[src/rtl/ahb_pkg.sv]
// Shared AHB-Lite types and constants for the convolver slave register map.
// The optional stall timeout in ahb_lite_master is enabled with AHB_MST_TIMEOUT_EN.
package ahb_pkg;

    localparam int unsigned AHB_ADDR_W = 4;
    localparam int unsigned AHB_DATA_W = 16;

    typedef enum logic [1:0] {
        IDLE   = 2'b00,
        BUSY   = 2'b01,
        NONSEQ = 2'b10,
        SEQ    = 2'b11
    } htrans_t;

    localparam logic HSIZE_BYTE = 1'b0;
    localparam logic HSIZE_HALF = 1'b1;

    // Convolver slave register map (byte addresses)
    localparam logic [AHB_ADDR_W-1:0] REG_STATUS   = 4'h0;
    localparam logic [AHB_ADDR_W-1:0] REG_RESULT   = 4'h2;
    localparam logic [AHB_ADDR_W-1:0] REG_SAMPLE   = 4'h4;
    localparam logic [AHB_ADDR_W-1:0] REG_COEFF_R0 = 4'h6;
    localparam logic [AHB_ADDR_W-1:0] REG_COEFF_R1 = 4'h8;
    localparam logic [AHB_ADDR_W-1:0] REG_COEFF_R2 = 4'hA;
    localparam logic [AHB_ADDR_W-1:0] REG_CTRL     = 4'hC;

    // Address-phase entry; fields are kept zero while empty so they can drive the bus directly
    typedef struct packed {
        logic                  valid;
        logic                  write;
        logic [AHB_ADDR_W-1:0] addr;
        logic                  size;
        logic [AHB_DATA_W-1:0] wdata;
    } aph_t;

    // Data-phase entry; wdata is zero for reads
    typedef struct packed {
        logic                  valid;
        logic                  write;
        logic [AHB_DATA_W-1:0] wdata;
        logic                  err;
    } dph_t;

    typedef struct packed {
        logic                  valid;
        logic                  write;
        logic                  err;
        logic [AHB_DATA_W-1:0] rdata;
    } rsp_t;

endpackage

[src/rtl/ahb_lite_master_if.sv]
// Request/response stream plus AHB-Lite bus between the sequencer, the master and the slave.
interface ahb_lite_master_if import ahb_pkg::*; #(
    parameter int unsigned ADDR_W = AHB_ADDR_W,
    parameter int unsigned DATA_W = AHB_DATA_W
) ();

    logic              req_valid;
    logic              req_ready;
    logic              req_write;
    logic [ADDR_W-1:0] req_addr;
    logic              req_size;
    logic [DATA_W-1:0] req_wdata;

    logic              rsp_valid;
    logic              rsp_write;
    logic [DATA_W-1:0] rsp_rdata;
    logic              rsp_err;

    logic              hsel;
    logic [ADDR_W-1:0] haddr;
    htrans_t           htrans;
    logic              hsize;
    logic              hwrite;
    logic [DATA_W-1:0] hwdata;
    logic [DATA_W-1:0] hrdata;
    logic              hresp;
    logic              hready;

    modport master (
        input  req_valid, req_write, req_addr, req_size, req_wdata,
        output req_ready,
        output rsp_valid, rsp_write, rsp_rdata, rsp_err,
        output hsel, haddr, htrans, hsize, hwrite, hwdata,
        input  hrdata, hresp, hready
    );

    modport slave (
        output req_valid, req_write, req_addr, req_size, req_wdata,
        input  req_ready,
        input  rsp_valid, rsp_write, rsp_rdata, rsp_err,
        input  hsel, haddr, htrans, hsize, hwrite, hwdata,
        output hrdata, hresp, hready
    );

endinterface

[src/rtl/ahb_lite_master.sv]
// AHB-Lite initiator: valid/ready requests become pipelined NONSEQ transfers, one in-order response each.
// Define AHB_MST_TIMEOUT_EN to abort transfers after TIMEOUT_CYC consecutive hready-low cycles.
module ahb_lite_master import ahb_pkg::*; #(
    parameter int unsigned ADDR_W      = AHB_ADDR_W,
    parameter int unsigned DATA_W      = AHB_DATA_W,
    parameter int unsigned TIMEOUT_CYC = 16
) (
    input  logic              clk,
    input  logic              n_rst,
    ahb_lite_master_if.master bus
);

    aph_t aph_q, aph_d;
    dph_t dph_q, dph_d;
    rsp_t rsp_q, rsp_d;
    aph_t req_entry;
    logic req_ready_c;
    logic accept;

    // APH may take a request during a stall only while it is empty
    assign req_ready_c   = bus.hready || !aph_q.valid;
    assign accept        = bus.req_valid && req_ready_c;
    assign bus.req_ready = req_ready_c;

    always_comb begin
        req_entry       = '0;
        req_entry.valid = 1'b1;
        req_entry.write = bus.req_write;
        req_entry.addr  = AHB_ADDR_W'(bus.req_addr);
        req_entry.size  = bus.req_size;
        req_entry.wdata = bus.req_write ? AHB_DATA_W'(bus.req_wdata) : '0;
    end

`ifdef AHB_MST_TIMEOUT_EN
    localparam int unsigned TMO_W = $clog2(TIMEOUT_CYC + 1);

    logic [TMO_W-1:0] tmo_q, tmo_d;
    logic             tmo_hit;

    // Fires on the edge that ends the TIMEOUT_CYC-th consecutive stall cycle
    assign tmo_hit = !bus.hready && (aph_q.valid || dph_q.valid)
                     && (tmo_q == TMO_W'(TIMEOUT_CYC - 1));

    always_comb begin
        tmo_d = tmo_q;
        if (bus.hready || tmo_hit) begin
            tmo_d = '0;
        end else if (aph_q.valid || dph_q.valid) begin
            tmo_d = tmo_q + TMO_W'(1);
        end
    end

    always_ff @(posedge clk or negedge n_rst) begin
        if (!n_rst) begin
            tmo_q <= '0;
        end else begin
            tmo_q <= tmo_d;
        end
    end
`else
    // Without the timeout a stall lasts as long as the slave holds hready low
    logic unused_timeout_cfg;
    assign unused_timeout_cfg = (TIMEOUT_CYC != 0);
`endif

    // Pipeline advance, completion and (optionally) timeout abort
    always_comb begin
        aph_d = aph_q;
        dph_d = dph_q;
        rsp_d = '0;

        if (bus.hready) begin
            if (dph_q.valid) begin
                rsp_d.valid = 1'b1;
                rsp_d.write = dph_q.write;
                rsp_d.err   = dph_q.err;
                rsp_d.rdata = (!dph_q.write && !dph_q.err) ? AHB_DATA_W'(bus.hrdata) : '0;
            end
            dph_d = '0;
            if (aph_q.valid) begin
                dph_d.valid = 1'b1;
                dph_d.write = aph_q.write;
                dph_d.wdata = aph_q.wdata;
                dph_d.err   = bus.hresp;
            end
            aph_d = '0;
        end

`ifdef AHB_MST_TIMEOUT_EN
        if (tmo_hit) begin
            rsp_d.valid = 1'b1;
            rsp_d.write = dph_q.valid ? dph_q.write : aph_q.write;
            rsp_d.err   = 1'b1;
            rsp_d.rdata = '0;
            dph_d       = '0;
            aph_d       = '0;
        end
`endif

        if (accept) begin
            aph_d = req_entry;
        end
    end

    always_ff @(posedge clk or negedge n_rst) begin
        if (!n_rst) begin
            aph_q <= '0;
            dph_q <= '0;
            rsp_q <= '0;
        end else begin
            aph_q <= aph_d;
            dph_q <= dph_d;
            rsp_q <= rsp_d;
        end
    end

    // Bus and response outputs come straight from the phase/response registers
    assign bus.hsel      = aph_q.valid;
    assign bus.htrans    = aph_q.valid ? NONSEQ : IDLE;
    assign bus.haddr     = ADDR_W'(aph_q.addr);
    assign bus.hsize     = aph_q.size;
    assign bus.hwrite    = aph_q.write;
    assign bus.hwdata    = DATA_W'(dph_q.wdata);

    assign bus.rsp_valid = rsp_q.valid;
    assign bus.rsp_write = rsp_q.write;
    assign bus.rsp_err   = rsp_q.err;
    assign bus.rsp_rdata = DATA_W'(rsp_q.rdata);

endmodule

[src/flat_wrapper.sv]
// flat-port wrapper written by rule: the top's interface ports become plain ports
module ahb_lite_master_flat import ahb_pkg::*;
#(
    parameter int unsigned ADDR_W      = AHB_ADDR_W,
    parameter int unsigned DATA_W      = AHB_DATA_W,
    parameter int unsigned TIMEOUT_CYC = 16
)
  (clk, n_rst, bus_req_valid, bus_req_write, bus_req_addr, bus_req_size, bus_req_wdata, bus_req_ready, bus_rsp_valid, bus_rsp_write, bus_rsp_rdata, bus_rsp_err, bus_hsel, bus_haddr, bus_htrans, bus_hsize, bus_hwrite, bus_hwdata, bus_hrdata, bus_hresp, bus_hready);
  ahb_lite_master_if #(.ADDR_W(ADDR_W), .DATA_W(DATA_W)) bus_i ();
  input  logic clk;
  input  logic n_rst;
  input wire logic [$bits(bus_i.req_valid)-1:0] bus_req_valid;
  input wire logic [$bits(bus_i.req_write)-1:0] bus_req_write;
  input wire logic [$bits(bus_i.req_addr)-1:0] bus_req_addr;
  input wire logic [$bits(bus_i.req_size)-1:0] bus_req_size;
  input wire logic [$bits(bus_i.req_wdata)-1:0] bus_req_wdata;
  output wire logic [$bits(bus_i.req_ready)-1:0] bus_req_ready;
  output wire logic [$bits(bus_i.rsp_valid)-1:0] bus_rsp_valid;
  output wire logic [$bits(bus_i.rsp_write)-1:0] bus_rsp_write;
  output wire logic [$bits(bus_i.rsp_rdata)-1:0] bus_rsp_rdata;
  output wire logic [$bits(bus_i.rsp_err)-1:0] bus_rsp_err;
  output wire logic [$bits(bus_i.hsel)-1:0] bus_hsel;
  output wire logic [$bits(bus_i.haddr)-1:0] bus_haddr;
  output wire logic [$bits(bus_i.htrans)-1:0] bus_htrans;
  output wire logic [$bits(bus_i.hsize)-1:0] bus_hsize;
  output wire logic [$bits(bus_i.hwrite)-1:0] bus_hwrite;
  output wire logic [$bits(bus_i.hwdata)-1:0] bus_hwdata;
  input wire logic [$bits(bus_i.hrdata)-1:0] bus_hrdata;
  input wire logic [$bits(bus_i.hresp)-1:0] bus_hresp;
  input wire logic [$bits(bus_i.hready)-1:0] bus_hready;
  assign bus_i.req_valid = bus_req_valid;
  assign bus_i.req_write = bus_req_write;
  assign bus_i.req_addr = bus_req_addr;
  assign bus_i.req_size = bus_req_size;
  assign bus_i.req_wdata = bus_req_wdata;
  assign bus_req_ready = bus_i.req_ready;
  assign bus_rsp_valid = bus_i.rsp_valid;
  assign bus_rsp_write = bus_i.rsp_write;
  assign bus_rsp_rdata = bus_i.rsp_rdata;
  assign bus_rsp_err = bus_i.rsp_err;
  assign bus_hsel = bus_i.hsel;
  assign bus_haddr = bus_i.haddr;
  assign bus_htrans = bus_i.htrans;
  assign bus_hsize = bus_i.hsize;
  assign bus_hwrite = bus_i.hwrite;
  assign bus_hwdata = bus_i.hwdata;
  assign bus_i.hrdata = bus_hrdata;
  assign bus_i.hresp = bus_hresp;
  assign bus_i.hready = bus_hready;
  ahb_lite_master #(.ADDR_W(ADDR_W), .DATA_W(DATA_W), .TIMEOUT_CYC(TIMEOUT_CYC)) u_core (.clk(clk), .n_rst(n_rst), .bus(bus_i));
endmodule
[config.mk]
export PLATFORM = sky130hd
export DESIGN_NAME = ahb_lite_master_flat
export DESIGN_NICKNAME = d
export VERILOG_FILES = /design/src/rtl/ahb_pkg.sv /design/src/rtl/ahb_lite_master_if.sv /design/src/rtl/ahb_lite_master.sv /design/src/flat_wrapper.sv
export SDC_FILE = /design/constraint.sdc
export NUM_CORES = 1
export LEC_CHECK = 0
export CORE_ASPECT_RATIO = 1.75
export CORE_MARGIN = 5
export CORE_UTILIZATION = 44
export DETAILED_ROUTE_END_ITERATION = 12
export GPL_TIMING_DRIVEN = 0
export PLACE_DENSITY = 0.81
export SYNTH_ARGS = -nofsm -noshare
export SYNTH_HDL_FRONTEND = slang
export SYNTH_SLANG_ARGS = --single-unit
[constraint.sdc]
create_clock -name clk -period 1.3 [get_ports clk]
set_input_delay 0.39 -clock clk [delete_from_list [all_inputs] [get_ports clk]]
set_output_delay 0.39 -clock clk [all_outputs]
set_load 0.005 [all_outputs]
# Word-level counts from Yosys, hierarchy flattened
# Cells that the tools add are included.
[word_totals]
regBits = 61
latch_bits = 0
ram_bits = 0
romBits = 0
in_bits = 43
output_inout_bits = 45
wordCells = 28
n_memories = 0
[classes]
add_sub_neg = 0
multipliers = 0
n_div = 0
magnitude_cmp = 0
eq_ne = 0
shifts = 0
n_mux = 8
bitwise_logic = 0
reduce_logical = 7
[op_table]
columns = ["cell", "n"]
rows = [
  ["$mux W19", 3],
  ["$mux W23", 2],
  ["$mux W16", 2],
  ["$logic_not A1 Y1", 3],
  ["$logic_and A1 B1 Y1", 2],
  ["$mux W2", 1],
  ["$reduce_bool A2 Y1", 1],
  ["$logic_or A1 B1 Y1", 1],
]

# Depth between registers and ports, before layout
# Gate-level depths: netlist of the first run.
[logic_depth]
ltp_word = 5
ltp_mapped = 6
mapped_depth_nobuf = 3

# Worst setup path before layout of the first run
# OpenSTA, ideal clock, no wires.
[synth_timing]
path_kind = "input to register"
from = "input bus_hready"
to = "register u_core.aph_q[10] (netlist name)"
setup_ns = 0.121
arrival_ns = 1.217
required_time_ns = 1.179
setup_slack_ns = -0.038
stages = 6
path_buffers = 3
path_cell_list = "buf_6 > nand2b_4 > and3_4 > buf_6 > buf_6 > a22o_1"
[synth_via]
elab_chain_len = 3
word_cells_on_any_way = 4
cone_classes = "mux (1); reduce/logical (3)"
[synth_rtl]
columns = ["element", "line_no", "source"]
rows = [
  ["start: declaration", "flat_wrapper.sv:30", "input wire logic [$bits(bus_i.hready)-1:0] bus_hready;"],
  ["$logic_or A1 B1 Y1 (*)", "ahb_lite_master.sv:21", "assign req_ready_c = bus.hready || !aph_q.valid;"],
  ["named net bus_req_ready", "flat_wrapper.sv:17", "output wire logic [$bits(bus_i.req_ready)-1:0] bus_req_ready;"],
  ["$logic_and A1 B1 Y1 (*)", "ahb_lite_master.sv:22", "assign accept = bus.req_valid && req_ready_c;"],
  ["$mux W23 / $reduce_bool A2 Y1 (equally long branches)", "--", ""],
  ["end signal: assignment", "ahb_lite_master.sv:111", "aph_q <= aph_d;"],
  ["end: declaration", "ahb_lite_master.sv:13", "aph_t aph_q, aph_d;"],
]
# The timed path passes the listed nets; every way through them passes the cells marked *.
# A chain may end at the register's enable or synchronous reset.

# Final worst setup path of the first run
[layout_timing]
from = "register u_core.aph_q, in the netlist u_core.bus.hsel"
to = "output bus_req_ready"
[layout_via]
elab_chain_len = 2
[layout_rtl]
columns = ["element", "line_no"]
rows = [
  ["$logic_not A1 Y1", "ahb_lite_master.sv:21"],
  ["$logic_or A1 B1 Y1", "ahb_lite_master.sv:21"],
  ["end: declaration", "flat_wrapper.sv:17"],
]
# Every way passes these cells.

==> impl_metrics.env, run 1 <==
export IMPL_grt_start_max_net_pins=39
export IMPL_setup_total_negative_slack_ns=-0.300
export IMPL_crit_path_max_incr_delay_ns=0.42
export IMPL_syn_inst=199
export IMPL_hold_class="input pin to async pin"
export IMPL_final_setup_violation_count=3
export IMPL_area_growth_synth_to_final_pct=46.8
export IMPL_die_h_um=108
export IMPL_routed_wire_length_per_instance_um=14.5
export IMPL_async_reset_ff_share_pct=100
export IMPL_vias=1721
export IMPL_die_x_extent_um=65.7
export IMPL_synthMostInstantiatedCell="dfrtp_1"
export IMPL_tritoncts_num_sinks=61
export IMPL_critical_path_endpoint_type="primary output"
export IMPL_vias_per_cell=4.68
export IMPL_violations="setup timing"
export IMPL_cp_cell_sequence="buf_6, nand2b_4, buf_6"
export IMPL_synth_net_count=242
export IMPL_timing_worst_slew_pin_value_ns=0.550
export IMPL_synth_largest_area_cell="dfrtp_1"
export IMPL_ant_nets=0
export IMPL_drt_wl_total_um=5350
export IMPL_path_common_cell="buf_6"
export IMPL_worst_ep_required_time_ns=0.91
export IMPL_antennaDiodeCount=0
export IMPL_insertion_delay_ns=0.33
export IMPL_num_rows=35
export IMPL_remaining_drc_errors=0
export IMPL_floorplan_die_area_um2=7070
export IMPL_power_density_cell_area_nw_per_um2=1410
export IMPL_leakage_power_figure_nw=1.74
export IMPL_port_buffer_count=85
export IMPL_cp_arrival_ns=1.02
export IMPL_grt_pass1_wl_um=8950
export IMPL_clk_path_buf_depth=2
export IMPL_timing_setup_critical_path_class="register to primary output"
export IMPL_peakVddDrop_uv=1190
export IMPL_starting_utilization_of_the_core_area_pct=45.1
export IMPL_cts_made_buffers=9
export IMPL_synthTopCellsByArea="dfrtp_1 64%, a22o_1 7.7%, buf_4 6.9%"
export IMPL_post_cts_hold_buffer_count=0
export IMPL_max_slew_margin_rel_pct=63.3
export IMPL_detail_route_iter0_violations=63
export IMPL_maxClockFrequency_ghz=0.707
export IMPL_timing_rr_end="u_core.aph_q[13]"
export IMPL_postSynthAreaPerCell_um2=12.0
export IMPL_run_status="finished, violations left"
export IMPL_cap_viol_max_count=0
export IMPL_first_pass_iters=4
export IMPL_synth_cell_type_count=19
export IMPL_post_route_period_util_pct=109
export IMPL_global_route_usage_total_pct=17.0
export IMPL_unrepaired_setup_endpoints_after_global_routing="yes"
export IMPL_regToRegSetupSlack_ns=0
export IMPL_drive_gt1_share_pct=30.3
export IMPL_syn_std_cell_area_um2=2390
export IMPL_fp_coreArea_um2=5300
export IMPL_grt_antenna_before_repair=0
export IMPL_final_period_minus_worst_setup_slack_ns=1.41
export IMPL_setup_ws_ns=-0.114
export IMPL_synth_edff_count=0
export IMPL_clk_pin_slew_ns=0.06
export IMPL_synth_ff_type="dfrtp_1"
export IMPL_synthesis_yosys_warnings=0
export IMPL_hold_viol=0
export IMPL_ff2ff_path_depth=6
export IMPL_yosys_top_cells_count="61 x dfrtp_1, 22 x buf_4, 21 x a22o_1, 19 x inv_1"
export IMPL_cts_root_buffer_cell="clkbuf_8"
export IMPL_layout_nets=332
export IMPL_cts_htree_levels=3
export IMPL_overflow=0
export IMPL_routabilityCongestion=0.744
export IMPL_cts_tree="built"
export IMPL_dp_final_hpwl_um=3910
export IMPL_synth_yosys_seq_area_share_pct=63.8
export IMPL_post_place_ws_ns=-0.389
export IMPL_timing_final_max_slew_violations=0
export IMPL_synth_seq_cells=61
export IMPL_worstSetupStartpointType="register"
export IMPL_synthDominantCellAreaShare_pct=63.8
export IMPL_clock_skew_ns=0.00810
export IMPL_floorplan_io_pins=88
export IMPL_number_of_global_route_vias_before_repair=1889
export IMPL_crit_path_top_delay_cell="dfrtp_2"
export IMPL_path_max_fanout=3
export IMPL_regToRegStartpoint="u_core.bus.hsel"
==> how the worst max path moves through the flow <==
stage | from | slack, ns | endpoint
2_1_floorplan | bus_hready | -0.009 | u_core.aph_q[10]
3_3_place_gp | n_rst | -1.99 | u_core.bus.hwdata[12]
3_5_place_dp | bus_req_valid | -0.39 | u_core.aph_q[9]
4_1_cts | u_core.bus.hsel | -0.14 | bus_req_ready
5_1_grt | u_core.bus.hsel | -0.16 | bus_req_ready
6_report | u_core.bus.hsel | -0.11 | bus_req_ready
==> routing by layer <==
layer / global-route usage, % / up-vias / part of all wire [%]
li1: - / 821 / -
met4: 9.94 / 0 / 2.7
met2: 29.1 / 68 / 55
met1: 18.0 / 822 / 36
met5: 0 / - / 0
met3: 5.02 / 10 / 6.7
==> stage by stage <==
stage          power (W)  cell area, um^2  cells  utilization (%)  hold slack [ns]
6_report         0.00494             3510    368             66.3           0.0496
2_1_floorplan    0.00237             2390    199                -           0.0944
3_5_place_dp     0.00279             3350    359             63.2            0.403
4_1_cts          0.00501             3540    368             66.7           0.0325
3_3_place_gp     0.00276             3340    358             63.0            0.488
5_1_grt          0.00515             3510    368             66.3           0.0847
==> critical path: cells and delay by family (launching register included) <==
family	cells	cell delay, ns
simple gates	1	0.06
buf+inv	2	0.22
flops	1	0.42
==> cells by family (layout without fill, tap and decap cells) <==
family | count (synthesis) | count (layout) | share of synthesized area [%]
mux | 1 | 1 | 0.471
simple gates | 42 | 42 | 10.7
other cells | 1 | 1 | 0.157
compound gates | 41 | 41 | 12.0
buf+inv | 53 | 148 | 12.9
flops | 61 | 61 | 63.8
==> flip-flops by register name (all words and copies together) (netlist names) <==
name / cells
u_core.bus.hwrite: 1
u_core.bus.hwdata: 16
u_core.bus.hsize: 1
u_core.bus.rsp_rdata: 16
u_core.bus.rsp_valid: 1
u_core.bus.hsel: 1
u_core.bus.rsp_err: 1
u_core.bus.rsp_write: 1
u_core.bus.haddr: 4
u_core.dph_q: 3
u_core.aph_q: 16
==> area by class of cell <==
type                    instances  area (um^2)
plain buffers                  13         88.8
clock buffers                  10          138
clock inverters                 6          134
fillers                       404         1790
inverters                      19         71.3
multi-input cells              85          561
flip-flops and latches         61         1530
well taps                      74         92.6
repair buffers                100          900
==> timing repair <==
action | CTS | global route
resized for setup | 192 | 12
setup endpoints to repair | 64 | 46
endpoints found under the hold margin | 0 | 0
buffers inserted | 12 | 2
==> cell usage in the layout, fill, tap and decap left out <==
| cell type | netlist | layout |
|---|---|---|
| o21ai_0 | 18 | 18 |
| a22o_1 | 21 | 21 |
| clkinv_2 | 0 | 1 |
| and3_4 | 1 | 1 |
| clkdlybuf4s50_1 | 0 | 40 |
| dfrtp_1 | 61 | 60 |
| buf_4 | 22 | 14 |
| buf_12 | 0 | 2 |
| clkbuf_4 | 0 | 2 |
| mux2_2 | 1 | 1 |
| and3_1 | 2 | 2 |
| nand2b_1 | 1 | 1 |
| dfrtp_2 | 0 | 1 |
| bufinv_16 | 0 | 4 |
| a21oi_2 | 0 | 1 |
| clkbuf_8 | 0 | 10 |
| and4_1 | 1 | 1 |
| nand2b_4 | 1 | 1 |
| a21o_1 | 1 | 1 |
| nand3_1 | 18 | 18 |
| inv_1 | 19 | 19 |
| buf_6 | 3 | 23 |
| clkbuf_2 | 0 | 3 |
| clkinv_4 | 0 | 1 |
| and2_1 | 18 | 18 |
| buf_2 | 4 | 23 |
| buf_8 | 0 | 1 |
| conb_1 | 1 | 1 |
| clkbuf_1 | 5 | 4 |
| dlygate4sd2_1 | 0 | 1 |
==> power breakdown <==
part | switching [W] | internal [W] | leakage [nW]
logic | 0.000239 | 0.000372 | 0.789
registers | 0.0000700 | 0.00203 | 0.813
clock network | 0.000717 | 0.00152 | 0.136
Power figures use the tool's default switching activity.
==> run 2: changes to the inputs <==
--- a/config.mk
+++ b/config.mk
@@ -7,10 +7,11 @@
 export LEC_CHECK = 0
 export CORE_ASPECT_RATIO = 1.75
 export CORE_MARGIN = 5
-export CORE_UTILIZATION = 44
+export CORE_UTILIZATION = 46
+export CTS_BUF_LIST = sky130_fd_sc_hd__clkbuf_2
 export DETAILED_ROUTE_END_ITERATION = 12
 export GPL_TIMING_DRIVEN = 0
-export PLACE_DENSITY = 0.81
+export PLACE_DENSITY = 0.84
 export SYNTH_ARGS = -nofsm -noshare
 export SYNTH_HDL_FRONTEND = slang
 export SYNTH_SLANG_ARGS = --single-unit
==> run 2 against run 1 <==
  * The flow still finishes with violations (setup timing)
  * Register-to-register slack got worse by 0.04 ns
  * First-iteration DRC count rose by 43%
  * Die area fell by 3.8%
  * Via count rose by 3.1%
  * Critical path depth did not move
  * Clock power fell by 60%
  * Critical path type unchanged
  * Critical endpoint unchanged
  * Highest routed layer unchanged
==> impl_metrics.env, run 2 (synthesis gave the netlist of run 1 again) <==
export IMPL_cap_viol_max_count=0
export IMPL_drt_wl_total_um=5360
export IMPL_tritoncts_num_sinks=61
export IMPL_sequential_cell_area_um2=1530
export IMPL_ff2ff_path_depth=6
export IMPL_cts_root_buffer_cell="clkbuf_2"
export IMPL_clock_skew_ns=0.0174
export IMPL_floorplan_die_area_um2=6800
export IMPL_cts_made_buffers=9
export IMPL_first_pass_iters=4
export IMPL_path_max_fanout=3
export IMPL_switch_pwr_w=0.000974
export IMPL_number_of_global_route_vias_before_repair=1827
export IMPL_grt_pass1_wl_um=8840
export IMPL_setup_total_negative_slack_ns=-4.03
export IMPL_die_x_extent_um=64.5
export IMPL_dp_final_hpwl_um=3900
export IMPL_routabilityCongestion=0.789
export IMPL_run_status="finished, violations left"
export IMPL_floorplan_io_pins=88
export IMPL_remaining_drc_errors=0
export IMPL_cp_arrival_ns=1.17
export IMPL_port_buffer_count=85
export IMPL_starting_utilization_of_the_core_area_pct=47.7
export IMPL_critical_path_depth=3
export IMPL_clk_path_buf_depth=2
export IMPL_design_area_um2=3450
export IMPL_nFillCells=379
export IMPL_timing_final_max_slew_violations=0
export IMPL_crit_path_top_delay_cell="dfrtp_2"
export IMPL_overflow=0
export IMPL_final_period_minus_worst_setup_slack_ns=1.56
export IMPL_fp_coreArea_um2=5020
export IMPL_vias=1775
export IMPL_worstSetupStartpointType="register"
export IMPL_antennaDiodeCount=0
export IMPL_drive_gt1_share_pct=33.0
export IMPL_path_common_cell="buf_6"
export IMPL_insertion_delay_ns=0.46
export IMPL_layout_commonest_cell="dfrtp_1"
export IMPL_cts_tree="built"
export IMPL_layout_nets=344
export IMPL_setup_ws_ns=-0.264
export IMPL_maxClockFrequency_ghz=0.639
export IMPL_postPlaceCellArea_um2=3330
export IMPL_post_place_ws_ns=-0.421
export IMPL_cp_cell_sequence="buf_6, nand2b_4, buf_6"
export IMPL_routed_wire_length_per_instance_um=14.9
export IMPL_power_internal_w=0.00271
export IMPL_cts_htree_levels=3
export IMPL_ant_nets=0
export IMPL_peakVddDrop_uv=539
export IMPL_worst_ep_required_time_ns=0.91
export IMPL_global_route_usage_total_pct=17.2
export IMPL_layout_common_cells="60 x dfrtp_1, 40 x clkdlybuf4s50_1, 33 x buf_6, 24 x buf_2, 21 x a22o_1"
export IMPL_final_setup_violation_count=64
export IMPL_hold_class="input pin to register"
export IMPL_vias_per_cell=4.93
export IMPL_critical_path_endpoint_type="primary output"
export IMPL_worstHoldPathCells=4
export IMPL_sequentialPowerShare_pct=56.9
export IMPL_power_density_cell_area_nw_per_um2=1070
export IMPL_switching_share_pct=26.5
export IMPL_timing_critical_path_max_delay_family="flip-flops"
export IMPL_num_rows=34
export IMPL_grt_start_max_net_pins=44
export IMPL_grt_antenna_before_repair=0
export IMPL_violations="setup timing"
export IMPL_multi_input_combinational_cell_area_um2=569
export IMPL_timing_setup_critical_path_class="register to primary output"
export IMPL_leakage_power_figure_nw=1.74
export IMPL_clk_pin_slew_ns=0.15
export IMPL_critPathBufInv=2
export IMPL_area_growth_synth_to_final_pct=44.2
export IMPL_post_route_period_util_pct=120
export IMPL_detail_route_iter0_violations=90
export IMPL_power_share_combinational_pct=18.5
export IMPL_die_h_um=105
export IMPL_hold_viol=0
export IMPL_unrepaired_setup_endpoints_after_global_routing="yes"
export IMPL_crit_path_max_incr_delay_ns=0.45
export IMPL_clkPwrFrac_pct=24.6
-- run 2: changes by cell type in the layout (fill, tap and decap cells not counted), moves of 2 or more --
| cell | before | now |
|---|---|---|
| o21ai_1 | 0 | 4 |
| clkbuf_8 | 10 | 0 |
| bufinv_16 | 4 | 0 |
| buf_4 | 14 | 18 |
| clkinv_2 | 1 | 3 |
| clkbuf_4 | 2 | 0 |
| o21ai_0 | 18 | 14 |
| buf_6 | 23 | 33 |
| clkbuf_2 | 3 | 12 |
-- run 2: stage by stage --
stage	std cells	utilization [%]	power [W]	hold WS (ns)
floorplan	199	-	0.00237	0.0944
detailed placement	339	66.3	0.00279	0.353
global placement	338	66.0	0.00276	0.488
global route	360	68.7	0.00388	0.328
CTS	353	67.4	0.00369	0.320
finish	360	68.7	0.00368	0.349
-- run 2: path summary, 6_finish.rpt --
path | endpoint | startpoint | slack (ns)
worst max-delay path | bus_req_ready | u_core.bus.hsel | -0.26
max in group asynchronous | u_core.aph_q[8] | n_rst | 0.34
worst min register to register | u_core.bus.hwdata[11] | u_core.aph_q[11] | 0.52
min in group asynchronous | u_core.bus.hwdata[2] | n_rst | 0.38
worst min-delay path | u_core.bus.hsel | bus_hready | 0.35
worst max register to register | u_core.aph_q[7] | u_core.bus.hsel | -0.04
-- run 2: power groups by stage --
stage	Clock (W)	Combinational [W]	Sequential (W)
2_1_floorplan	0	0.000253	0.00212
3_3_place_gp	0	0.000645	0.00212
3_5_place_dp	0	0.000661	0.00213
4_1_cts	0.000936	0.000663	0.00209
5_1_grt	0.00102	0.000746	0.00211
6_report	0.000905	0.000682	0.00209
-- run 2: final cells by class --
cell class / instances / area share [%]
clock inverter: 5 / 0.798
inverter: 19 / 2.14
multi-input combinational: 85 / 16.5
buffer: 16 / 4.06
timing repair buffer: 109 / 28.7
sequential: 61 / 44.3
clock buffer: 11 / 1.60
tap: 54 / 1.96
-- run 2: tightest hold or removal path, stage by stage --
cell	delay (ns)
buf_6	0.11
nand2b_4	0.13
buf_4	0.11
nand2b_1	0.05
-- run 2: routing by layer --
metal / vias to the layer above / track usage, % / wire, um
li1: 846 / - / -
met1: 854 / 18.5 / 2000
met2: 65 / 29.2 / 2880
met3: 10 / 6.07 / 366
met4: 0 / 8.62 / 121
met5: - / 0 / 0
-- run 2: repair_timing --
action | in CTS | in global routing
cloned | 3 | 0
setup buffers | 12 | 8
hold buffers | 1 | 0
gates resized for setup | 216 | 8
hold endpoints to repair | 18 | 0
pin swaps | 15 | 1
endpoints found under the setup margin | 71 | 74
==> run 3: changes to the inputs <==
--- a/config.mk
+++ b/config.mk
@@ -15,3 +15,4 @@
 export SYNTH_ARGS = -nofsm -noshare
 export SYNTH_HDL_FRONTEND = slang
 export SYNTH_SLANG_ARGS = --single-unit
+export TNS_END_PERCENT = 50
==> run 3 against run 2 <==
  * The flow still finishes with violations (setup timing)
  * Critical path depth unchanged
  * Clock power is 23% higher
  * Critical endpoint unchanged
  * Core utilization is 0.35 points higher
  * Cell count grew 0.56%
  * Highest routed layer unchanged
  * Sequential share of layout area shrank 0.22 points
  * Total power rose by 5.8%
  * Die area stayed put
  * Via count increased by 1.8%
  * Non-clock buffer count is 2 higher
  * Critical path type unchanged
  * Fmax shrank 1.0%
==> impl_metrics.env, run 3 (synthesis gave the netlist of run 1 again) <==
export IMPL_global_route_usage_total_pct=17.6
export IMPL_max_slew_margin_rel_pct=61.4
export IMPL_dp_cells=339
export IMPL_remaining_drc_errors=0
export IMPL_hold_class="input pin to register"
export IMPL_routed_wire_length_per_instance_um=15.9
export IMPL_layout_commonest_cell="dfrtp_1"
export IMPL_fp_coreArea_um2=5020
export IMPL_multi_input_combinational_cell_area_um2=574
export IMPL_tritoncts_num_sinks=61
export IMPL_cts_root_buffer_cell="clkbuf_2"
export IMPL_grt_start_max_net_pins=38
export IMPL_routabilityCongestion=0.793
export IMPL_post_route_period_util_pct=122
export IMPL_setup_total_negative_slack_ns=-6.30
export IMPL_setup_ws_ns=-0.280
export IMPL_drt_wl_total_um=5740
export IMPL_num_rows=34
export IMPL_die_h_um=105
export IMPL_dp_final_hpwl_um=4190
export IMPL_vias=1807
export IMPL_die_x_extent_um=64.5
export IMPL_clock_skew_ns=0.0190
export IMPL_timing_worst_slew_pin_value_ns=0.579
export IMPL_hold_viol=0
export IMPL_worst_ep_required_time_ns=0.91
export IMPL_postPlaceCellArea_um2=3330
export IMPL_first_pass_iters=4
export IMPL_cp_arrival_ns=1.19
export IMPL_clk_path_buf_depth=2
export IMPL_regToRegSetupSlack_ns=-0.11
export IMPL_cap_viol_max_count=0
export IMPL_nFillCells=391
export IMPL_cts_htree_levels=3
export IMPL_floorplan_die_area_um2=6800
export IMPL_final_setup_violation_count=72
export IMPL_antennaDiodeCount=0
export IMPL_cts_tree="built"
export IMPL_insertion_delay_ns=0.48
export IMPL_ant_nets=0
export IMPL_clk_pin_slew_ns=0.15
export IMPL_path_max_fanout=3
export IMPL_maxClockFrequency_ghz=0.633
export IMPL_starting_utilization_of_the_core_area_pct=47.7
export IMPL_cts_made_buffers=9
export IMPL_timing_setup_critical_path_class="register to primary output"
export IMPL_worstSetupStartpointType="register"
export IMPL_grt_pass1_wl_um=9000
export IMPL_grt_antenna_before_repair=0
export IMPL_timing_final_max_slew_violations=0
export IMPL_overflow=0
export IMPL_layout_common_cells="60 x dfrtp_1, 40 x clkdlybuf4s50_1, 26 x buf_6, 24 x buf_4"
export IMPL_sequential_cell_area_um2=1530
export IMPL_peakVddDrop_uv=619
export IMPL_layout_nets=346
export IMPL_design_area_um2=3470
export IMPL_detail_route_iter0_violations=63
export IMPL_leakage_power_figure_nw=1.75
export IMPL_run_status="finished, violations left"
export IMPL_violations="setup timing"
export IMPL_floorplan_io_pins=88
export IMPL_critical_path_endpoint_type="primary output"
export IMPL_final_period_minus_worst_setup_slack_ns=1.58
export IMPL_drive_gt1_share_pct=33.8
export IMPL_unrepaired_setup_endpoints_after_global_routing="yes"
export IMPL_area_growth_synth_to_final_pct=44.9
export IMPL_vias_per_cell=4.99
export IMPL_number_of_global_route_vias_before_repair=1910
export IMPL_finish_cell_count_without_fillers=362
export IMPL_port_buffer_count=85
export IMPL_power_density_cell_area_nw_per_um2=1120
-- run 3: cell count changes in the layout (fill, tap and decap cells not counted), moves of 3 or more --
cell,change
o21ai_1,+5
clkbuf_2,+5
buf_6,-7
buf_4,+6
o21ai_0,-5
buf_2,-3
-- run 3: per-stage QoR --
stage | utilization [%] | hold slack [ns] | setup slack [ns] | power, W
detailed placement | 66.3 | 0.416 | -0.402 | 0.00279
global route | 69.1 | 0.304 | -0.332 | 0.00407
floorplan | - | 0.0944 | -0.00894 | 0.00237
CTS | 66.6 | 0.287 | -0.307 | 0.00386
finish | 69.1 | 0.340 | -0.280 | 0.00390
global placement | 66.0 | 0.488 | -1.95 | 0.00276
-- run 3: metal layers --
metal | global-route usage (%) | part of all wire [%] | vias up
met2 | 30.9 | 55 | 69
met1 | 17.8 | 34 | 875
met5 | 0 | 0 | -
met4 | 12.7 | 4.2 | 0
met3 | 3.94 | 6.2 | 19
li1 | - | - | 844
-- run 3: what timing repair did --
item                       in CTS  in global routing
buffers inserted               11                 14
hold endpoints to repair       24                  0
pin swaps                       0                 21
gates resized for setup       192                 28
setup endpoints to repair      71                 79
cloned                          0                  2
hold buffers                    1                  0
-- run 3: report_power, final --
group | internal, W | total [W] | switching, W
clock | 0.000448 | 0.00111 | 0.000667
sequential | 0.00203 | 0.00210 | 0.0000705
combinational | 0.000422 | 0.000684 | 0.000262
total | 0.00290 | 0.00390 | 0.000999
-- run 3: cell type report --
type	instances	area share [%]
Clock buffer	11	1.59
Clock inverter	5	1.48
Tap cell	54	1.95
Buffer	14	3.50
Inverter	19	2.13
Sequential cell	61	44.1
Timing Repair Buffer	113	28.7
Multi-Input combinational cell	85	16.6
-- run 3: worst paths after layout --
| check | start | endpoint | cells after the start |
|---|---|---|---|
| max | u_core.bus.hsel | bus_req_ready | 3 |
| min | bus_hready | u_core.bus.haddr[3] | 3 |
| max reg2reg | u_core.bus.hsel | u_core.bus.haddr[0] | 7 |
| min reg2reg | u_core.bus.hwdata[10] | u_core.bus.hwdata[10] | 2 |
| max in group asynchronous | n_rst | u_core.dph_q[18] | 3 |
| min in group asynchronous | n_rst | u_core.bus.rsp_rdata[5] | 2 |
-- run 3: worst max-delay path, cell delays in order, from the launching register on --
cell	delay, ns
dfrtp_2	0.45
buf_6	0.13
nand2b_4	0.06
buf_6	0.09
==> RTL change 1 (settings of run 2) <==
`AHB_DATA_W`: 16 -> 18.
--- a/src/rtl/ahb_pkg.sv
+++ b/src/rtl/ahb_pkg.sv
@@ -3,7 +3,7 @@
 package ahb_pkg;
 
     localparam int unsigned AHB_ADDR_W = 4;
-    localparam int unsigned AHB_DATA_W = 16;
+    localparam int unsigned AHB_DATA_W = 18;
 
     typedef enum logic [1:0] {
         IDLE   = 2'b00,
Interface: changed (resized bus_hrdata, bus_hwdata, bus_req_wdata and bus_rsp_rdata); port bits go from 88 to 96. No check against the original RTL was run, so the function may have changed too.
==> RTL change 1 against run 2 <==
  * Sequential cell count is 6 higher
  * The run still ends with negative setup slack left
  * Setup slack worse by 67 ps
  * Wire length up 16%
  * Highest routed layer unchanged
  * Largest cell class unchanged
  * Die area rose by 7.7%
  * Non-clock buffer count is 16 higher
  * Via count rose by 11%
  * Critical path depth stayed put
  * Core utilization up 0.32 points
  * Design area is 11% higher
  * Power is 14% higher
  * First-iteration DRC count is 27% higher
  * Synthesized area increased by 8.8%
==> RTL change 1: results (changes against run 2) <==
----------------------------------------------------
[Synthesis]
  Synthesized-area fraction occupied by ao, oa, aoi and oai cells ... 0.122 (+0.00229)
  Distinct cell type count of the synthesized netlist ... 18 (-1)
  Average size of a mapped cell ... 11.9 sq um (-0.65%)
  Top cells by area in the synthesized netlist ... sky130_fd_sc_hd__dfrtp_1 (64%), sky130_fd_sc_hd__a22o_1 (7.7%), sky130_fd_sc_hd__buf_4 (6.9%), sky130_fd_sc_hd__and2_1 (4.8%), sky130_fd_sc_hd__nand3_1 (3.8%)
  Net count of the mapped netlist ... 265 (+9.5%)
  Commonest cells post-synth ... sky130_fd_sc_hd__dfrtp_1 (67), sky130_fd_sc_hd__buf_4 (24), sky130_fd_sc_hd__a22o_1 (23)

[Worst setup path]
  Logic depth of the worst register-to-register path ... 7 (+1)

[Detailed routing]
  WL met1 ... 2.14 mm (+7.1%)
  WL met2 ... 3.41 mm (+18%)
  Via density per instance ... 4.75 (-3.7%)
  Routed wire length ... 6.20 mm (+16%)

[Worst hold path]
  Worst hold path cell count ... 2 (-2)

[Global routing]
  Pin count of the biggest net entering global routing ... 68 (+55%)
  Total Routing Usage GR ... 0.181 (+0.00994)
  Met1 track utilization from global routing ... 0.186 (+0.00127)
  Initial antenna violation count ... 1 (+1)

[Power]
  Switching part of the total ... 0.258 (-0.00715)
  Peak VDD IR ... 0.810 mV (+50%)

[Placed design]
  Setup WS pre-CTS ... -641 ps (-220 ps)
  Placed insts ... 388 (+14%)
  GP Congestion ... 0.734 (-7.0%)
  Total of buffers placed on input and output ports ... 94 (+11%)

[STA]
  Final setup viols ... 67 (+4.7%)
  Final setup margin ... -331 ps (-67.2 ps)
  Total negative slack ... -8450 ps (-4420 ps)

[Outcome]
  Failing checks ... negative setup slack
  Status ... finished with violations

[Finish]
  Ratio of cells with drive above 1 in the final layout ... 0.325 (-0.00462)

[CTS]
  Clock latency reported for the late side of the worst-skew pair ... 520 ps (+60 ps)

----------------------------------------------------
RTL change 1: cell count changes after synthesis, sizes merged:
cell / delta
nand3: +2
buf: +3
o21ai: +2
a22o: +2
and2: +2
inv: +2
dfrtp: +6
RTL change 1: area by class of cell:
type	instances	area, sq um
Fill cell	417	1720
Sequential cell	67	1680
Timing Repair Buffer	126	1130
Multi-Input combinational cell	93	621
Buffer	15	113
Tap cell	76	95.1
Inverter	21	81.3
Clock inverter	7	58.8
Clock buffer	9	45.0
Antenna cell	1	2.50
RTL change 1: repair_timing:
action                                  CTS  global route
cloned                                    2             1
resized for setup                       229             8
endpoints found under the setup margin   78            96
pin swaps                                 4             7
hold buffers                              1             0
hold endpoints to repair                 67             0
buffers inserted                         15            14
RTL change 1: power groups by stage:
stage	Clock (uW)	Sequential, uW	Combinational [uW]
detailed placement	0	2330	710
global placement	0	2330	697
global route	1230	2320	815
finish	1140	2300	743
floorplan	0	2320	270
CTS	1160	2300	710
==> RTL change 2 (flow settings as in run 2) <==
Without the edit above. Put a register stage on the output `bus.rsp_err`. The value now appears one clock later.
--- a/src/rtl/ahb_lite_master.sv
+++ b/src/rtl/ahb_lite_master.sv
@@ -124,7 +124,9 @@
 
     assign bus.rsp_valid = rsp_q.valid;
     assign bus.rsp_write = rsp_q.write;
-    assign bus.rsp_err   = rsp_q.err;
+    always_ff @(posedge clk) begin
+        bus.rsp_err <= rsp_q.err;
+    end
     assign bus.rsp_rdata = DATA_W'(rsp_q.rdata);
 
 endmodule
Check against the original RTL: not equivalent (Yosys sat finds a counterexample within 4 cycles, from zero or initial values and one cycle with n_rst low).
==> RTL change 2 against run 2 <==
  * Cell count rose by 5.6%
  * Sequential cell count rose by 1
  * Critical endpoint unchanged
  * Setup slack got worse by 9.2 ps
  * Power rose by 6.8%
  * First-iteration DRC count fell by 29%
  * Synthesized area rose by 5.9%
  * Core utilization fell by 0.93 points
  * Wire length rose by 3.1%
  * The flow still finishes with violations (negative setup slack)
  * Largest power group unchanged
  * Design area rose by 4.1%
  * Combinational power rose by 3%
  * Count of clock-buffer cells in the layout fell by 2
  * Fmax fell by 0.59%
==> RTL change 2: results (changes against run 2) <==
----------------------------------------------------
[Synthesis]
  Top cells by area in the synthesized netlist ... sky130_fd_sc_hd__dfrtp_1 (60%), sky130_fd_sc_hd__buf_4 (11%), sky130_fd_sc_hd__a22o_1 (7.3%), sky130_fd_sc_hd__and2_1 (4.4%), sky130_fd_sc_hd__nand3_1 (3.6%)
  Average size of a mapped cell ... 11.7 sq um (-2.5%)
  Synthesized-area fraction occupied by ao, oa, aoi and oai cells ... 0.113 (-0.00663)
  Mux contribution to synthesized area ... 0.00445 (-0.000260)
  Post-synthesis sequential area ratio ... 0.611 (-0.0274)
  Distinct cell type count of the synthesized netlist ... 20 (+1)
  Post-synthesis async set-or-reset flop share ... 0.984 (-0.0161)

[Detailed routing]
  Violation count after the first detailed-routing iteration ... 64 (-29%)
  Via count of the routed design ... 1,779 (+0.23%)
  Via density per instance ... 4.68 (-5.0%)
  WL met1 ... 2.06 mm (+3.1%)
  Total met3 wirelength after detailed routing ... 266 um (-27%)
  Routed wire length ... 5.53 mm (+3.1%)
  WL met2 ... 3.09 mm (+7.2%)
  Number of iterations in the first detailed-routing pass ... 6 (+2)

[Placed design]
  Placed insts ... 376 (+11%)
  Setup WS pre-CTS ... -332 ps (+89.8 ps)
  GP Congestion ... 0.731 (-7.4%)
  HPWL after detailed placement ... 4.03 mm (+3.5%)
  Placed cell area ... 3490 sq um (+5.0%)

[Finish]
  Post-synthesis to final-layout area growth ... 41.8%
  Fillers ... 412 (+8.7%)

[Worst hold path]
  Hold Path Sink ... u_core.bus.haddr[3]$_DFFE_PN0P_
  Worst hold path cell count ... 3 (-1)

[STA]
  Clock skew after layout ... 18.2 ps (+0.804 ps)
  Hold WS ... 346 ps (-3.89 ps)
  Transition at the pin with the smallest max-transition slack ... between 600 and 700 ps
  Final setup viols ... 55 (-14%)
  Total negative slack ... -4480 ps (-449 ps)
  Final setup margin ... -273 ps (-9.20 ps)

[CTS]
  Post-CTS Resized ... 223 (+3.2%)
  Setup fix buffers added after clock tree synthesis ... 13 (+1)

[Outcome]
  Status ... finished with violations
  Failing checks ... negative setup slack

[Power]
  Switching part of the total ... 0.254 (-0.0104)
  Peak VDD IR ... 0.547 mV (+1.4%)
  Leakage power ... 0.00175 uW (+0.27%)

[Global routing]
  Total Routing Usage GR ... 0.157 (-0.0149)
  Global-route wire length before repair ... 8.36 mm (-5.4%)
  Met1 track utilization from global routing ... 0.177 (-0.00813)
  Global-route met3 utilization ... 0.0437 (-0.0170)
  Global-route track usage on met2 ... 0.262 (-0.0299)

[Worst setup path]
  Reg2Reg Capture Point ... u_core.aph_q[8]$_DFFE_PN0P_
  Register-to-Register Setup Slack ... -110 ps (-70 ps)
  Slowest cell on the critical path ... sky130_fd_sc_hd__dfrtp_2

----------------------------------------------------
==> RTL change 2: area by class of cell <==
type | count | area share
multi-input cells | 86 | 0.162
well taps | 74 | 0.0258
inverters | 19 | 0.0206
plain buffers | 12 | 0.0272
repair buffers | 111 | 0.303
flip-flops and latches | 62 | 0.431
clock buffers | 9 | 0.0125
clock inverters | 7 | 0.0181
==> RTL change 2: worst register-to-register path: stages (launching register included) <==
cell,delay (ps)
sky130_fd_sc_hd__dfrtp_2,420
sky130_fd_sc_hd__buf_6,110
sky130_fd_sc_hd__nand2b_4,50
sky130_fd_sc_hd__buf_4,130
sky130_fd_sc_hd__buf_6,110
sky130_fd_sc_hd__and3_4,180
sky130_fd_sc_hd__clkbuf_16,160
sky130_fd_sc_hd__a22o_1,180
==> RTL change 2: power by group through the flow <==
stage	clock network (uW)	registers, uW	logic [uW]
global route	1230	2150	760
CTS	1130	2140	657
detailed placement	0	2160	701
floorplan	0	2150	300
finish	1090	2140	701
global placement	0	2160	675
==> RTL change 2: logic make-up (layout without fill, tap and decap cells) <==
family,Yosys count,count (layout)
buffers and inverters,69,158
AO/OA/AOI/OAI,41,41
flip-flops,62,62
multiplexers,1,1
AND/OR/NAND/NOR,42,43
other,1,1
==> RTL change 2: worst max path at each step <==
stage | from | endpoint | slack, ps
floorplan | bus_hready | u_core.aph_q[10]$_DFFE_PN0P_ | -9
detailed placement | bus_req_valid | u_core.aph_q[8]$_DFFE_PN0P_ | -330
finish | u_core.bus.hsel$_DFFE_PN0P_ | bus_req_ready | -270
CTS | u_core.bus.hsel$_DFFE_PN0P_ | bus_req_ready | -320
global route | u_core.bus.hsel$_DFFE_PN0P_ | bus_req_ready | -370
global placement | n_rst | u_core.bus.hwdata[10]$_DFFE_PN0P_ | -1930
